### config.mk
export PLATFORM = sky130hd
export DESIGN_NAME = food_seller_multi
export DESIGN_NICKNAME = d
export VERILOG_FILES = /design/src/rtl/food_seller_pkg.sv /design/src/rtl/food_stock_table.sv /design/src/rtl/food_seller_multi.sv
export SDC_FILE = /design/constraint.sdc
export NUM_CORES = 1
export LEC_CHECK = 0
export CORE_MARGIN = 4
export CORE_UTILIZATION = 50
export DETAILED_ROUTE_END_ITERATION = 12
export PLACE_DENSITY_LB_ADDON = 0.08
export SLEW_MARGIN = 20
export SYNTH_ARGS = -nofsm -noshare
export SYNTH_HDL_FRONTEND = slang
export SYNTH_SLANG_ARGS = --single-unit
### constraint.sdc
create_clock -name clk -period 7.3 [get_ports clk]
set_input_delay 1.46 -clock clk [delete_from_list [all_inputs] [get_ports clk]]
set_output_delay 1.46 -clock clk [all_outputs]
set_load 0.005 [all_outputs]
### src/rtl/food_seller_pkg.sv
// Shared types, default constants and saturating helpers for the multi-item vending controller.
package food_seller_pkg;

    typedef enum logic [1:0] {
        IDLE   = 2'd0,
        CREDIT = 2'd1,
        VEND   = 2'd2,
        CHANGE = 2'd3
    } state_e;

    localparam int NUM_ITEMS_DEF     = 8;
    localparam int MONEY_W_DEF       = 8;
    localparam int COIN_W_DEF        = 3;
    localparam int STOCK_W_DEF       = 4;
    localparam int INIT_STOCK_DEF    = 3;
    localparam int PRICE_DEFAULT_DEF = 5;

    function automatic int unsigned sat_add(int unsigned a, int unsigned b, int unsigned max_v);
        int unsigned s;
        s = a + b;
        return (s > max_v) ? max_v : s;
    endfunction

    function automatic int unsigned sat_sub(int unsigned a, int unsigned b);
        return (a > b) ? (a - b) : 32'd0;
    endfunction

endpackage

### src/rtl/food_stock_table.sv
// Per-item stock and price storage with a merged saturating restock/decrement update.
module food_stock_table
    import food_seller_pkg::*;
#(
    parameter int NUM_ITEMS     = NUM_ITEMS_DEF,
    parameter int MONEY_W       = MONEY_W_DEF,
    parameter int STOCK_W       = STOCK_W_DEF,
    parameter int INIT_STOCK    = INIT_STOCK_DEF,
    parameter int PRICE_DEFAULT = PRICE_DEFAULT_DEF,
    parameter int ITEM_W        = $clog2(NUM_ITEMS)
) (
    input  logic                 clk,
    input  logic                 rst,
    input  logic                 dec_valid,
    input  logic [ITEM_W-1:0]    dec_item,
    input  logic                 restock_valid,
    input  logic [ITEM_W-1:0]    restock_item,
    input  logic [STOCK_W-1:0]   restock_count,
    input  logic                 price_we,
    input  logic [ITEM_W-1:0]    price_item,
    input  logic [MONEY_W-1:0]   price_value,
    input  logic [ITEM_W-1:0]    rd_item,
    output logic                 rd_sold_out,
    output logic [MONEY_W-1:0]   rd_price,
    output logic [NUM_ITEMS-1:0] available
);

    localparam int unsigned STOCK_MAX = (2 ** STOCK_W) - 1;

    logic [STOCK_W-1:0] stock_q [NUM_ITEMS];
    logic [STOCK_W-1:0] stock_d [NUM_ITEMS];
    logic [MONEY_W-1:0] price_q [NUM_ITEMS];
    logic [MONEY_W-1:0] price_d [NUM_ITEMS];
    logic               rd_in_range;

    // Vend decrement is applied before the restock add so a full slot stays full.
    always_comb begin
        for (int i = 0; i < NUM_ITEMS; i++) begin
            stock_d[i] = STOCK_W'(sat_add(
                sat_sub(32'(stock_q[i]),
                        (dec_valid && dec_item == ITEM_W'(i)) ? 32'd1 : 32'd0),
                (restock_valid && restock_item == ITEM_W'(i)) ? 32'(restock_count) : 32'd0,
                STOCK_MAX));
            price_d[i] = (price_we && price_item == ITEM_W'(i)) ? price_value : price_q[i];
        end
    end

    always_ff @(posedge clk or posedge rst) begin
        if (rst) begin
            for (int i = 0; i < NUM_ITEMS; i++) begin
                stock_q[i] <= STOCK_W'(INIT_STOCK);
                price_q[i] <= MONEY_W'(PRICE_DEFAULT);
            end
        end else begin
            stock_q <= stock_d;
            price_q <= price_d;
        end
    end

    always_comb begin
        rd_in_range = int'(rd_item) < NUM_ITEMS;
        rd_sold_out = 1'b1;
        rd_price    = '0;
        if (rd_in_range) begin
            rd_sold_out = (stock_q[rd_item] == '0);
            rd_price    = price_q[rd_item];
        end
    end

    always_comb begin
        available = '0;
        for (int i = 0; i < NUM_ITEMS; i++) begin
            available[i] = (stock_q[i] != '0);
        end
    end

endmodule

### src/rtl/food_seller_multi.sv
// Multi-item vending controller: coin credit accumulation, selection, vend and change return.
module food_seller_multi
    import food_seller_pkg::*;
#(
    parameter int NUM_ITEMS     = NUM_ITEMS_DEF,
    parameter int MONEY_W       = MONEY_W_DEF,
    parameter int COIN_W        = COIN_W_DEF,
    parameter int STOCK_W       = STOCK_W_DEF,
    parameter int INIT_STOCK    = INIT_STOCK_DEF,
    parameter int PRICE_DEFAULT = PRICE_DEFAULT_DEF,
    parameter int ITEM_W        = $clog2(NUM_ITEMS)
) (
    input  logic                 clk,
    input  logic                 rst,
    input  logic                 coin_valid,
    input  logic [COIN_W-1:0]    coin_value,
    input  logic                 sel_valid,
    input  logic [ITEM_W-1:0]    sel_item,
    input  logic                 cancel,
    input  logic                 restock_valid,
    input  logic [ITEM_W-1:0]    restock_item,
    input  logic [STOCK_W-1:0]   restock_count,
    input  logic                 price_we,
    input  logic [ITEM_W-1:0]    price_item,
    input  logic [MONEY_W-1:0]   price_value,
    output logic                 vend_valid,
    output logic [ITEM_W-1:0]    vend_item,
    output logic                 change_valid,
    output logic [MONEY_W-1:0]   change_amount,
    output logic [MONEY_W-1:0]   credit,
    output logic [NUM_ITEMS-1:0] available,
    output logic                 coin_reject,
    output logic                 err_sold_out,
    output logic                 err_insufficient,
    output logic                 busy
);

    localparam int unsigned MONEY_MAX = (2 ** MONEY_W) - 1;

    state_e              state_q, state_d;
    logic [MONEY_W-1:0]  credit_q, credit_d;
    logic [MONEY_W-1:0]  price_lat_q, price_lat_d;
    logic [ITEM_W-1:0]   vend_item_q, vend_item_d;
    logic [MONEY_W-1:0]  change_amount_q, change_amount_d;
    logic                vend_valid_q, vend_valid_d;
    logic                change_valid_q, change_valid_d;
    logic                coin_reject_q, coin_reject_d;
    logic                err_sold_out_q, err_sold_out_d;
    logic                err_insufficient_q, err_insufficient_d;

    logic                dec_valid;
    logic                price_we_ok;
    logic                sel_sold_out;
    logic [MONEY_W-1:0]  sel_price;
    int unsigned         coin_sum;
    int unsigned         remain;

    food_stock_table #(
        .NUM_ITEMS     (NUM_ITEMS),
        .MONEY_W       (MONEY_W),
        .STOCK_W       (STOCK_W),
        .INIT_STOCK    (INIT_STOCK),
        .PRICE_DEFAULT (PRICE_DEFAULT),
        .ITEM_W        (ITEM_W)
    ) u_stock (
        .clk           (clk),
        .rst           (rst),
        .dec_valid     (dec_valid),
        .dec_item      (vend_item_q),
        .restock_valid (restock_valid),
        .restock_item  (restock_item),
        .restock_count (restock_count),
        .price_we      (price_we_ok),
        .price_item    (price_item),
        .price_value   (price_value),
        .rd_item       (sel_item),
        .rd_sold_out   (sel_sold_out),
        .rd_price      (sel_price),
        .available     (available)
    );

    always_comb begin
        state_d            = state_q;
        credit_d           = credit_q;
        price_lat_d        = price_lat_q;
        vend_item_d        = vend_item_q;
        change_amount_d    = change_amount_q;
        vend_valid_d       = 1'b0;
        change_valid_d     = 1'b0;
        coin_reject_d      = 1'b0;
        err_sold_out_d     = 1'b0;
        err_insufficient_d = 1'b0;
        dec_valid          = 1'b0;
        price_we_ok        = price_we && (state_q == IDLE);
        coin_sum           = 32'(credit_q) + 32'(coin_value);
        remain             = sat_sub(32'(credit_q), 32'(price_lat_q));

        unique case (state_q)
            IDLE, CREDIT: begin
                // Cancel only counts as an event once there is credit to refund.
                if (cancel && state_q == CREDIT) begin
                    coin_reject_d   = coin_valid;
                    state_d         = CHANGE;
                    change_valid_d  = (credit_q != '0);
                    change_amount_d = credit_q;
                end else if (sel_valid) begin
                    coin_reject_d = coin_valid;
                    if (sel_sold_out) begin
                        err_sold_out_d = 1'b1;
                    end else if (credit_q < sel_price) begin
                        err_insufficient_d = 1'b1;
                    end else begin
                        state_d      = VEND;
                        vend_valid_d = 1'b1;
                        vend_item_d  = sel_item;
                        price_lat_d  = sel_price;
                    end
                end else if (coin_valid) begin
                    if (coin_sum > MONEY_MAX) begin
                        coin_reject_d = 1'b1;
                    end else begin
                        credit_d = MONEY_W'(coin_sum);
                        if (coin_sum != 0) state_d = CREDIT;
                    end
                end
            end
            VEND: begin
                coin_reject_d = coin_valid;
                dec_valid     = 1'b1;
                credit_d      = MONEY_W'(remain);
                state_d       = CHANGE;
                if (remain != 0) begin
                    change_valid_d  = 1'b1;
                    change_amount_d = MONEY_W'(remain);
                end
            end
            CHANGE: begin
                coin_reject_d = coin_valid;
                credit_d      = '0;
                state_d       = IDLE;
            end
            default: state_d = IDLE;
        endcase
    end

    always_ff @(posedge clk or posedge rst) begin
        if (rst) begin
            state_q            <= IDLE;
            credit_q           <= '0;
            price_lat_q        <= '0;
            vend_item_q        <= '0;
            change_amount_q    <= '0;
            vend_valid_q       <= 1'b0;
            change_valid_q     <= 1'b0;
            coin_reject_q      <= 1'b0;
            err_sold_out_q     <= 1'b0;
            err_insufficient_q <= 1'b0;
        end else begin
            state_q            <= state_d;
            credit_q           <= credit_d;
            price_lat_q        <= price_lat_d;
            vend_item_q        <= vend_item_d;
            change_amount_q    <= change_amount_d;
            vend_valid_q       <= vend_valid_d;
            change_valid_q     <= change_valid_d;
            coin_reject_q      <= coin_reject_d;
            err_sold_out_q     <= err_sold_out_d;
            err_insufficient_q <= err_insufficient_d;
        end
    end

    assign vend_valid       = vend_valid_q;
    assign vend_item        = vend_item_q;
    assign change_valid     = change_valid_q;
    assign change_amount    = change_amount_q;
    assign credit           = credit_q;
    assign coin_reject      = coin_reject_q;
    assign err_sold_out     = err_sold_out_q;
    assign err_insufficient = err_insufficient_q;
    assign busy             = (state_q == VEND) || (state_q == CHANGE);

endmodule
==> impl_metrics.yaml <==
grt:
  grt_overflow: 0
  grt_pass1_wl_mm: 34.4
  grt_usage_pct: 22.1
  grt_pass1_vias: 6770
  grt_max_degree: 74
  antenna_found_initial: 0
placement:
  io_buffers: 63
  post-place-ws_ns: 2.37
  place.gp.congestion: 0.866
  dp_hpwl_mm: 15.1
worst_setup_path:
  cp.depth: 10
  crit_chain: "clkdlybuf4s50_1 > mux4_2 > mux2i_1 > ha_1 > a21o_1 > a21o_1 > a21oi_2 > o21ai_2 > nand3_2 > mux2_1"
  crit_start: "sel_item[1]"
  r2r_end: "u_stock.stock_q[18]"
  end_kind: "flip-flop"
  critPathArrivalTime_ns: 4.80
  endpoint: "vend_item[1]"
  critPathLaunchType: "primary input"
  worstSetupPathType: "primary input to flip-flop"
  cpMostUsedCell: "a21o_1"
  critPathMaxStageDelay_ns: 1.08
  cp_data_required_time_ns: 7.59
  reg2regPathDepth: 16
  cp_max_fo: 19
  cp_slowest_cell: "clkdlybuf4s50_1"
  critPathTopFamily: "buffers and inverters"
  critPathBufInv: 1
  timing.rr.start: "state_q[1]"
  reg2reg_setup_slack_ns: 3.34
clock_network:
  cts_setup_buffers: 0
  cts_tree: "done"
  clockBufferDepth: 2
  h-tree-depth: 4
  cts.sinks: 130
  cts-root-buf: "clkbuf_16"
  cts_repair_resize_count: 0
  worstSkewPairLatency_ns: 0.42
  cts-buffers-inserted: 17
  clk_pin_slew_ns: 0.06
  postCtsHoldBufs: 0
detailed_routing:
  drt_wl_total_mm: 20.5
  detail-route-antenna-nets: 0
  drt-initial-drc-count: 380
  post_drt_via_cell_ratio: 5.81
  drc: 0
  vias: 6501
  drtPass1Iterations: 6
  wl_per_cell_um: 18.4
power:
  sequentialPowerShare_pct: 33.3
  p_sw_w: 0.00157
  swShare_pct: 38.1
  p_comb_share_pct: 45.0
  pwr-share-clk_pct: 21.7
  p_int_w: 0.00256
  irDropWorstVdd_uv: 211
  cellLeakagePower_nw: 4.68
  p_per_area_nw_per_um2: 412
sta:
  maxSlewHeadroom_pct: 26.5
  finalSetupViolations: 0
  fmax_mhz: 222
  setup_slack_ns: 2.79
  slew_viol_final: 0
  worstMarginPinSlew_ns: 1.10
  period_needed_ns: 4.51
  setup-tns-final_ns: 0
  rsz0062_at_grt: "false"
  fin_skew_ns: 0.0111
  period_share_pct: 61.7
  hold_viol: 0
worst_hold_path:
  min_path_type: "flip-flop to flip-flop"
  min-delay-start: "u_stock.price_q[9]"
floorplanning:
  num_rows: 47
  die_y_um: 139
  die_w_um: 139
  die_area_um2: 19300
  start_util_pct: 51.3
  core-area_um2: 16700
  ios: 64
synth:
  synth_top_area_share_pct: 28.6
  yosysTopAreaCell: "dfrtp_1"
  synth.area.top_cells: "dfrtp_1 29%, ha_1 11%, dfstp_2 9.8%"
  synth-warning-count: 0
  syn_inst: 819
  ys_ff_latch: 130
  syn-cell-area_um2: 8570
  async_flop_share_pct: 100
  synth_cell_types: 69
  yosysSeqAreaShare_pct: 38.4
  synth_area_per_cell_um2: 10.5
  synth_edf_count: 0
  syn-num-nets: 934
  synth_flop_cell: "dfrtp_1"
cells_and_area:
  fin_nets: 1000
  fill_cells: 1435
  diodes: 0
  syn_to_final_growth_pct: 16.8
  multi_input_area_um2: 4890
  drive_above_1_share_pct: 17.3
  seqCellArea_um2: 3290
  final_core_util_pct: 59.9
run:
  cap_violations: 0
outcome:
  status: "completed"
-- flip-flops by register name (all words and copies together) (netlist names), 2 cells and up --
name and cells:
state_q 2, u_stock.price_q 64, price_lat_q 8, change_amount 8
vend_item 3, credit 8, u_stock.stock_q 32
-- per-stage QoR --
step	power, W	hold WS [ns]	area (µm²)	std cells
after floorplan	0.00264	0.456	8570	819
after detailed placement	0.00323	0.482	9390	1086
after CTS	0.00414	0.501	10000	1118
after global placement	0.00315	0.471	9390	1086
final	0.00413	0.494	10000	1118
after global routing	0.00444	0.511	10000	1118
-- layout by cell type (no fill, tap or decap), types with 3 or more instances in the layout --
cell	instances
mux4_2	12
mux4_1	6
mux2_2	61
o21a_1	11
fa_1	10
bufinv_16	3
o21ai_1	5
a211oi_1	7
and2_1	33
nor2b_1	22
xnor2_1	5
a21o_1	13
nand2_1	40
a21oi_1	38
clkdlybuf4s50_1	63
xor2_1	10
inv_6	7
dfstp_2	32
inv_2	7
mux2_1	9
nor2_1	62
mux2i_1	21
o21ai_0	19
inv_1	68
dfrtp_1	98
nand2b_1	21
nor3_1	26
clkbuf_16	17
nand3_1	13
nor4_1	3
o22ai_1	4
nand4_1	9
ha_1	74
clkinv_4	3
or4_1	3
a31oi_1	9
and3_1	8
-- layout make-up --
| class | count | share of cell area (%) |
|---|---|---|
| inverter | 76 | 2.87 |
| multi-input combinational | 595 | 48.8 |
| timing repair buffer | 65 | 6.45 |
| tap | 220 | 2.75 |
| clock buffer | 17 | 4.25 |
| sequential | 130 | 32.9 |
| clock inverter | 15 | 1.94 |
-- synth_stat cells, drive strengths merged (10+ instances only) --
cell type and number:
dfrtp 98, inv 76, ha 74, mux2 71, nor2 62, nand2 40
a21oi 39, and2 33, dfstp 32, nor3 26, o21ai 25, nor2b 22
mux2i 21, nand2b 21, mux4 18, nand3 14, a21o 13, o21a 11
clkbuf 10, fa 10, xor2 10
-- how the worst min path moves through the flow --
| stage | end | cells after the start |
|---|---|---|
| floorplan | u_stock.price_q[11] | 1 |
| global placement | u_stock.price_q[11] | 1 |
| detailed placement | u_stock.price_q[11] | 1 |
| CTS | u_stock.price_q[9] | 1 |
| global route | u_stock.price_q[47] | 1 |
| finish | u_stock.price_q[9] | 1 |
-- routing by layer --
layer | track usage, % | part of all wire, % | vias up | routed length [µm]
li1 | - | - | 3066 | -
met1 | 30.1 | 46 | 3259 | 9440
met2 | 36.6 | 49 | 157 | 10000
met3 | 4.38 | 4.3 | 19 | 879
met4 | 5.72 | 0.97 | 0 | 199
met5 | 0 | 0 | - | 0
-- power by group through the flow --
stage / clock network [W] / registers (W) / logic (W)
after floorplan: 0 / 0.00127 / 0.00137
after global placement: 0 / 0.00137 / 0.00178
after detailed placement: 0 / 0.00138 / 0.00185
after CTS: 0.000912 / 0.00137 / 0.00186
after global routing: 0.000948 / 0.00142 / 0.00207
final: 0.000898 / 0.00137 / 0.00186
-- worst reg2reg max path, delay by kind of cell, from the launching register on --
kind / cells / cell delay (ns)
AOI/OAI and AO/OA: 3 / 0.40
adders and majority gates: 4 / 0.81
buffers and inverters: 2 / 0.24
DFF: 1 / 0.91
and+or+nand+nor: 7 / 1.47
-- kinds of logic after synthesis --
family	synth area share, %
multiplexers	16.8
flip-flops	38.4
AND/OR/NAND/NOR	15.1
AO/OA/AOI/OAI	10.2
XOR/XNOR	1.72
buffers and inverters	4.57
adder cells (fa/ha/maj)	13.1
(Power assumes the default switching activity.)
